**config.mk**
```make
export PLATFORM = sky130hd
export DESIGN_NAME = regbank_write_queue_flat
export DESIGN_NICKNAME = d
export VERILOG_FILES = /design/src/rtl/regbank_write_queue_if.sv /design/src/rtl/regbank_write_queue.sv /design/src/flat_wrapper.sv
export SDC_FILE = /design/constraint.sdc
export NUM_CORES = 1
export LEC_CHECK = 0
export ABC_AREA = 0
export CAP_MARGIN = 20
export CORE_ASPECT_RATIO = 0.7
export CORE_MARGIN = 2
export CORE_UTILIZATION = 30
export CTS_BUF_LIST = sky130_fd_sc_hd__clkbuf_4
export DETAILED_ROUTE_END_ITERATION = 10
export PLACE_DENSITY = 0.53
export SLEW_MARGIN = 20
export SYNTH_ARGS = -nofsm -noshare
export SYNTH_HDL_FRONTEND = slang
export SYNTH_SLANG_ARGS = --single-unit
```
**constraint.sdc**
```tcl
create_clock -name clk -period 3.7 [get_ports clk]
set_clock_uncertainty 0.15 [all_clocks]
set_input_delay 0.74 -clock clk [delete_from_list [all_inputs] [get_ports clk]]
set_output_delay 0.74 -clock clk [all_outputs]
set_load 0.02 [all_outputs]
```
**src/rtl/regbank_write_queue_if.sv**
```systemverilog
// Producer-side bundle for the register-bank write queue: ALU and load-unit
// write requests with their valid/ready handshakes.
interface regbank_write_queue_if #(
  parameter int DATA_W = 32
);
  // Handshake: a request transfers at a rising edge where valid and ready are both high.
  // The producer holds addr/data stable while valid is high. Ready never depends on
  // the producer's own valid. The one exception is ld_ready, which looks at alu_valid
  // so that the ALU keeps priority.
  logic              alu_valid;
  logic              alu_ready;
  logic [3:0]        alu_addr;
  logic [DATA_W-1:0] alu_data;
  logic              ld_valid;
  logic              ld_ready;
  logic [3:0]        ld_addr;
  logic [DATA_W-1:0] ld_data;

  modport master (
    output alu_valid, alu_addr, alu_data, ld_valid, ld_addr, ld_data,
    input  alu_ready, ld_ready
  );

  modport slave (
    input  alu_valid, alu_addr, alu_data, ld_valid, ld_addr, ld_data,
    output alu_ready, ld_ready
  );
endinterface

```
**src/rtl/regbank_write_queue.sv**
```systemverilog
// Write-back front end for the 16 x 32 register bank: two-producer in-order FIFO,
// one registered one-hot retirement per cycle, and a per-register pending scoreboard.
module regbank_write_queue #(
  parameter int DEPTH  = 4,
  parameter int DATA_W = 32
) (
  input  logic                       clk,
  input  logic                       reset,
  regbank_write_queue_if.slave       wq,
  input  logic                       wb_hold,
  output logic [15:0]                wb_enable,
  output logic [DATA_W-1:0]          wb_din,
  output logic [15:0]                pending,
  output logic [$clog2(DEPTH):0]     fifo_count
);
  localparam int PW = $clog2(DEPTH);
  localparam int CW = PW + 1;
  localparam logic [CW-1:0] DEPTH_C = CW'(DEPTH);
  localparam logic [CW-1:0] ONE_C   = CW'(1);
  localparam logic [CW-1:0] TWO_C   = CW'(2);

  logic [3:0]        mem_addr [DEPTH];
  logic [DATA_W-1:0] mem_data [DEPTH];
  logic [PW-1:0]     head, tail;
  logic [CW-1:0]     free;
  logic [CW-1:0]     cnt      [16];
  logic [CW-1:0]     cnt_next [16];
  logic              alu_push, ld_push, pop;
  logic [PW-1:0]     ld_slot;
  logic [3:0]        head_addr;

  assign free         = DEPTH_C - fifo_count;
  assign wq.alu_ready = (free >= ONE_C);
  assign wq.ld_ready  = (free >= (wq.alu_valid ? TWO_C : ONE_C));

  assign alu_push  = wq.alu_valid & wq.alu_ready;
  assign ld_push   = wq.ld_valid & wq.ld_ready;
  assign pop       = (fifo_count != '0) & ~wb_hold;
  assign head_addr = mem_addr[head];
  // Load lands behind the ALU entry when both are accepted together.
  assign ld_slot   = alu_push ? tail + PW'(1) : tail;

  always_ff @(posedge clk) begin
    if (alu_push) begin
      mem_addr[tail] <= wq.alu_addr;
      mem_data[tail] <= wq.alu_data;
    end
    if (ld_push) begin
      mem_addr[ld_slot] <= wq.ld_addr;
      mem_data[ld_slot] <= wq.ld_data;
    end
  end

  always_ff @(posedge clk or posedge reset) begin
    if (reset) begin
      head       <= '0;
      tail       <= '0;
      fifo_count <= '0;
      wb_enable  <= '0;
      wb_din     <= '0;
    end else begin
      tail       <= tail + PW'(alu_push) + PW'(ld_push);
      head       <= head + PW'(pop);
      fifo_count <= fifo_count + CW'(alu_push) + CW'(ld_push) - CW'(pop);
      if (pop) begin
        wb_enable <= 16'(1) << head_addr;
        wb_din    <= mem_data[head];
      end else begin
        wb_enable <= '0;
      end
    end
  end

  // Per-register occupancy; push and pop on the same register net out in one update.
  always_comb begin
    for (int r = 0; r < 16; r++) begin
      cnt_next[r] = cnt[r]
                  + CW'(alu_push && (wq.alu_addr == 4'(r)))
                  + CW'(ld_push && (wq.ld_addr == 4'(r)))
                  - CW'(pop && (head_addr == 4'(r)));
    end
  end

  always_ff @(posedge clk or posedge reset) begin
    if (reset) begin
      for (int r = 0; r < 16; r++) cnt[r] <= '0;
    end else begin
      for (int r = 0; r < 16; r++) cnt[r] <= cnt_next[r];
    end
  end

  always_comb begin
    pending = '0;
    for (int r = 0; r < 16; r++) begin
      pending[r] = (cnt[r] != '0) | wb_enable[r];
    end
  end
endmodule

```
**src/flat_wrapper.sv**
```systemverilog
// flat-port wrapper written by rule: the top's interface ports become plain ports
module regbank_write_queue_flat 
#(
  parameter int DEPTH  = 4,
  parameter int DATA_W = 32
)
  (clk, reset, wb_hold, wb_enable, wb_din, pending, fifo_count, wq_alu_valid, wq_alu_addr, wq_alu_data, wq_ld_valid, wq_ld_addr, wq_ld_data, wq_alu_ready, wq_ld_ready);
  regbank_write_queue_if #(.DATA_W(DATA_W)) wq_i ();
  input  logic clk;
  input  logic reset;
  input  logic wb_hold;
  output logic [15:0] wb_enable;
  output logic [DATA_W-1:0] wb_din;
  output logic [15:0] pending;
  output logic [$clog2(DEPTH):0] fifo_count;
  input wire logic [$bits(wq_i.alu_valid)-1:0] wq_alu_valid;
  input wire logic [$bits(wq_i.alu_addr)-1:0] wq_alu_addr;
  input wire logic [$bits(wq_i.alu_data)-1:0] wq_alu_data;
  input wire logic [$bits(wq_i.ld_valid)-1:0] wq_ld_valid;
  input wire logic [$bits(wq_i.ld_addr)-1:0] wq_ld_addr;
  input wire logic [$bits(wq_i.ld_data)-1:0] wq_ld_data;
  output wire logic [$bits(wq_i.alu_ready)-1:0] wq_alu_ready;
  output wire logic [$bits(wq_i.ld_ready)-1:0] wq_ld_ready;
  assign wq_i.alu_valid = wq_alu_valid;
  assign wq_i.alu_addr = wq_alu_addr;
  assign wq_i.alu_data = wq_alu_data;
  assign wq_i.ld_valid = wq_ld_valid;
  assign wq_i.ld_addr = wq_ld_addr;
  assign wq_i.ld_data = wq_ld_data;
  assign wq_alu_ready = wq_i.alu_ready;
  assign wq_ld_ready = wq_i.ld_ready;
  regbank_write_queue #(.DEPTH(DEPTH), .DATA_W(DATA_W)) u_core (.clk(clk), .reset(reset), .wq(wq_i), .wb_hold(wb_hold), .wb_enable(wb_enable), .wb_din(wb_din), .pending(pending), .fifo_count(fifo_count));
endmodule
```
# Yosys cells after proc, flatten, opt, wreduce, memory -nomap -nowiden
# Memory sizes are Yosys's and may differ from the RTL's. A register that Yosys moved wholly into a read port is not among the register bits.
# Cells that the tools add are included.
[op_classes] muxes=7 n_addsub=56 bitwise_logic=20 n_eq_ne=45 n_reduce_logical=68 magnitude_cmp=2 n_shift=1
[ops] op="3-bit by 1-bit adder with 3-bit output" count=34
[ops] op="4-bit == test (second input constant)" count=24
[ops] op="3-bit nonzero test" count=17
[ops] op="3-bit by 1-bit subtractor with 3-bit output" count=17
[ops] op="4-bit by 3-bit == test with 1-bit output (second input constant)" count=12
[ops] op="1-bit logical AND" count=48
[ops] op="4-bit by 2-bit == test with 1-bit output (second input constant)" count=6
[ops] op="16-bit 2-to-1 mux" count=1
[ops] op="1-bit bitwise OR" count=16
[ops] op="1-bit by 4-bit left shift with 16-bit output (first input constant)" count=1
[ops] op="4-bit by 1-bit == test with 1-bit output (second input constant)" count=3
[ops] op="4-bit logical NOT" count=3
[ops] op="2-bit by 1-bit adder with 2-bit output" count=3
[ops] op="1-bit 2-to-1 mux" count=4
[ops] op="2-bit 2-to-1 mux" count=2
[ops] op="1-bit bitwise AND" count=3
[ops] op="3-bit by 1-bit greater-or-equal comparator with 1-bit output (second input constant)" count=1
[ops] op="3-bit greater-or-equal comparator" count=1
[ops] op="3-bit subtractor (first input constant)" count=1
[ops] op="2-bit by 1-bit adder with 2-bit output (second input constant)" count=1
[ops] op="1-bit inverter" count=1
[word_totals] memories=2 in_bits=77 output_inout_bits=69 ff_bits=71 word_cells=221 ramBits=144
[mem_list] memory="u_core.mem_data" words=4 word_bits=32 read_ports=1 rd_ports_with_merged_regs=1 write_ports=2 line_no="regbank_write_queue.sv:23" text="logic [DATA_W-1:0] mem_data [DEPTH];"
[mem_list] memory="u_core.mem_addr" words=4 word_bits=4 read_ports=1 rd_ports_with_merged_regs=0 write_ports=2 line_no="regbank_write_queue.sv:22" text="logic [3:0] mem_addr [DEPTH];"

# Logic depth before layout (Yosys ltp)
# Gate-level depths: netlist of run 1.
[depth] word_depth=7 ltp_mapped=14 mapped_depth_nobuf=14

# Least setup slack after synthesis of run 1
# OpenSTA, ideal clock, no wires.
[synth_path] kind="reg-to-reg" startpoint="register u_core.fifo_count[0]" endpoint="register u_core.cnt[25] (netlist bit)" setup_slack_ps=-4 setup_time_ps=135 required_ps=3415 synth_period_minus_slack_ps=3704 t_arrival_ps=3419 stages_incl_launch_ff=13 n_path_buf=0 path_cell_list="dfrtp_1 -> inv_1 -> ha_1 -> ha_1 -> nor4b_4 -> nor2_1 -> inv_1 -> nor3b_1 -> nand3_1 -> ha_1 -> fa_1 -> inv_1 -> fa_1"
[synth_lines] item="from (decl)" line_no="regbank_write_queue.sv:14" text="output logic [$clog2(DEPTH):0] fifo_count"
[synth_lines] item="from (signal assigned)" line_no="regbank_write_queue.sv:64" text="fifo_count <= fifo_count + CW'(alu_push) + CW'(ld_push) - CW'(pop);"
[synth_lines] item="to (decl)" line_no="regbank_write_queue.sv:26" text="logic [CW-1:0] cnt [16];"

==> impl_metrics.csv, run 1 <==
group,metric,value,unit
timing,hold_viol,0,
timing,setup_viol,0,
grt,gr-max-usage-layer,"met2",
worst_hold_path,min_path_type,"input pin to asynchronous set/reset pin",
finish,final_layout_size_suffix_gt1_share,33.0,%
setup_path,start_kind,"flop",
yosys,synth_top_area_cell,"edfxtp_1",
clock_network,postCtsHoldBufs,0,
floorplan,die_h,173,um
timing,fin_tns_setup,0,ps
setup_path,rrSetupSlack,320,ps
floorplan,core_area,40700,sq um
clock_network,clk_latency,720,ps
floorplan,pin_count,146,
setup_path,cp_max_fo,4,
setup_path,worstReg2RegEnd,"u_core.cnt[17]$_DFF_PP0_",
finish,fin_cells,1654,
clock_network,tritoncts,"done",
placed_design,dp_cells,1527,
route,first_iter_violations,359,
timing,maxSlewViolCount,0,
clock_network,cts.sinks,247,
grt,groute.layer.met3.usage,4.63,%
yosys,ys_seq_area_share,56.1,%
setup_path,worstPathArrival,3860,ps
pwr,power.leakage,6.19,nW
floorplan,initial_core_util,30.2,%
yosys,synth_cell_types,34,
yosys,syn_area,12300,sq um
grt,grt_pass1_vias,8161,
clock_network,htreeDepth,3,
route,final_antenna_net_count,0,
setup_path,cp.required,4180,ps
timing,rsz0062_at_grt,"no",
setup_path,cp-endpoint,"u_core.cnt[17]$_DFF_PP0_",
yosys,yosys_warnings,0,
timing,tightest_slew,589,ps
pwr,fin_total_pwr,14.6,mW
grt,grtUsageTotal,15.4,%
timing,max_freq,0.295,GHz
floorplan,rows,62,
clock_network,clk_pin_slew_worst_paths,70,ps
pwr,peakVddDrop,0.475,mV
timing,finalCritPeriodShare,91.5,%
setup_path,r2r_cells,16,
clock_network,cts-buffers-inserted,72,
route,drt_wl_total,31600,um
finish,fin_area,15800,sq um
setup_path,worstSetupStartpoint,"u_core.fifo_count[1]$_DFF_PP0_",
yosys,syn_nets,955,
yosys,yosysTopAreaCellShare,35.2,%
yosys,netlist_instances,816,
route,first_pass_iters,5,
setup_path,r2r_start,"u_core.fifo_count[1]$_DFF_PP0_",
flow_run,drv_cap,0,
setup_path,critPathKind,"flop to flop",
finish,fin_nets,1197,
floorplan,die_w,246,um
yosys,syn_avg_cell_area,15.1,sq um
route,drcViolationCount,0,
placed_design,dp_hpwl,21000,um
floorplan,die-area,42700,sq um
yosys,synth_seq_cells,247,
placed_design,finalWeightedCongestion,0.766,
finish,areaGrowthSynthToFinish,28.8,%
timing,finalCriticalPeriod,3380,ps
placed_design,placed_area,14900,sq um
grt,gr-total-overflow,0,
finish,final_common_cell,"edfxtp_1",
route,wl_per_cell,19.1,um
setup_path,cp-end-kind,"flop",
grt,grt_pass1_wl,49000,um
yosys,synth_area_leaders,"edfxtp_1, dfrtp_1, mux2_2",
clock_network,root_buffer,"clkbuf_4",
finish,final_cell_mix,"edfxtp_1, clkdlybuf4s50_1, mux2_2, clkbuf_4, dfrtp_1",
grt,grt_antenna_before_repair,1,
clock_network,cts_max_path_buffers,3,
grt,grt_max_degree,61,
placed_design,io_buffer_count,145,
route,vias_per_cell,4.50,
grt,met2_usage,22.7,%
outcome,run_status,"completed",
route,routed-via-count,7442,
finish,fillers,3936,
pwr,power_density,920,nW/um^2
timing,slew_headroom,60.7,%
grt,use_met1,21.9,%
## cell families (layout without fill, tap and decap cells)
family                     Yosys count  in the layout  synth area share [%]
other                                0              2                     0
muxes                              212            212                  22.7
DFF                                247            247                  56.1
and+or+nand+nor                    126            126                  5.24
xor gates and xnor gates            36             36                  2.56
adders and majority gates           62             62                  8.44
AOI/OAI and AO/OA                   10             10                 0.875
buffers and inverters              123            415                  4.07
## per-layer routing
metal / wire length (um) / up-vias / part of all wire (%)
met5: 0 / - / 0
met4: 481 / 0 / 1.5
met1: 15300 / 3757 / 49
met3: 1860 / 42 / 5.9
li1: - / 3460 / -
met2: 13900 / 183 / 44
## stage by stage
step | utilization, % | worst slack, ps | hold WS, ps
after floorplan | - | 0.438 | 289
after global placement | 36.5 | 20.7 | 304
after detailed placement | 36.5 | -7.50 | 310
after CTS | 38.8 | 20.1 | 184
after global routing | 38.9 | 7.74 | 200
final | 38.9 | 315 | 249
## where the power goes
| part | total (mW) | switching [mW] | internal, mW |
|---|---|---|---|
| sequential | 5.20 | 0.564 | 4.63 |
| combinational | 6.75 | 3.52 | 3.23 |
| clock | 2.62 | 1.20 | 1.43 |
## Yosys cell counts
library cell	number
inv_1	91
nand2_1	36
clkbuf_1	14
nand2b_1	6
buf_6	3
nor4_1	2
ha_1	27
xor2_1	11
nor3_1	11
nand3_1	10
inv_2	2
fa_1	35
and4_1	1
or2_2	1
xnor2_1	25
nor3b_1	4
and3_1	2
buf_2	13
nor2b_1	4
a21o_1	1
o21ai_2	3
dfrtp_1	103
mux2_2	135
nor4b_4	1
and2_1	2
a22oi_1	1
or4_1	16
o21ai_4	1
nor2_1	29
a211oi_2	4
mux4_2	36
mux2_1	41
nand4_1	1
edfxtp_1	144
## flip-flops by register name, indices dropped and copies added, names as in the netlist
register and count:
u_core.cnt 48, u_core.fifo_count 3, u_core.tail 2, u_core.mem_data 128, u_core.head 2, u_core.wb_enable 16, u_core.mem_addr 16, u_core.wb_din 32
## how the worst min path moves through the flow
stage	from	slack, ps	end	cells after the start
floorplan	u_core.cnt[32]$_DFF_PP0_	290	u_core.cnt[32]$_DFF_PP0_	1
global placement	u_core.cnt[32]$_DFF_PP0_	300	u_core.cnt[32]$_DFF_PP0_	1
detailed placement	u_core.cnt[32]$_DFF_PP0_	310	u_core.cnt[32]$_DFF_PP0_	1
CTS	reset	180	u_core.wb_din[2]$_DFFE_PP0P_	2
global route	reset	200	u_core.wb_din[2]$_DFFE_PP0P_	2
finish	reset	250	u_core.wb_din[2]$_DFFE_PP0P_	2
## critical path: stages (launching register included)
cell	delay, ps
dfrtp_1	370
inv_1	100
ha_1	190
ha_1	290
nor4b_4	150
buf_4	150
nor2_4	110
inv_1	90
nor3b_1	190
buf_4	170
nand2_1	70
ha_1	310
fa_1	390
inv_1	80
fa_1	180
xor2_1	180
xnor2_1	130
## final cells by class
cell class                 instances  area, sq um  share of cell area [%]
multi-input combinational        446         4960                    31.3
inverter                          93          352                    2.22
timing repair buffer             198         2020                    12.7
sequential                       247         6900                    43.6
antenna                            2         5.00                  0.0316
tap                              544          681                    4.30
clock inverter                    13         87.6                   0.553
clock buffer                     111          833                    5.26
## repair_timing
item,4_1_cts,5_1_grt
setup endpoints to repair,1,10
resized for setup,0,5
buffers inserted,1,0
Power figures use the tool's default switching activity.
==> run 2: changes to the inputs <==
SKIP_LAST_GASP = 1   (was unset)
==> results of run 2 <==
No change in the layout: final DEF, timing and power equal those of run 1.
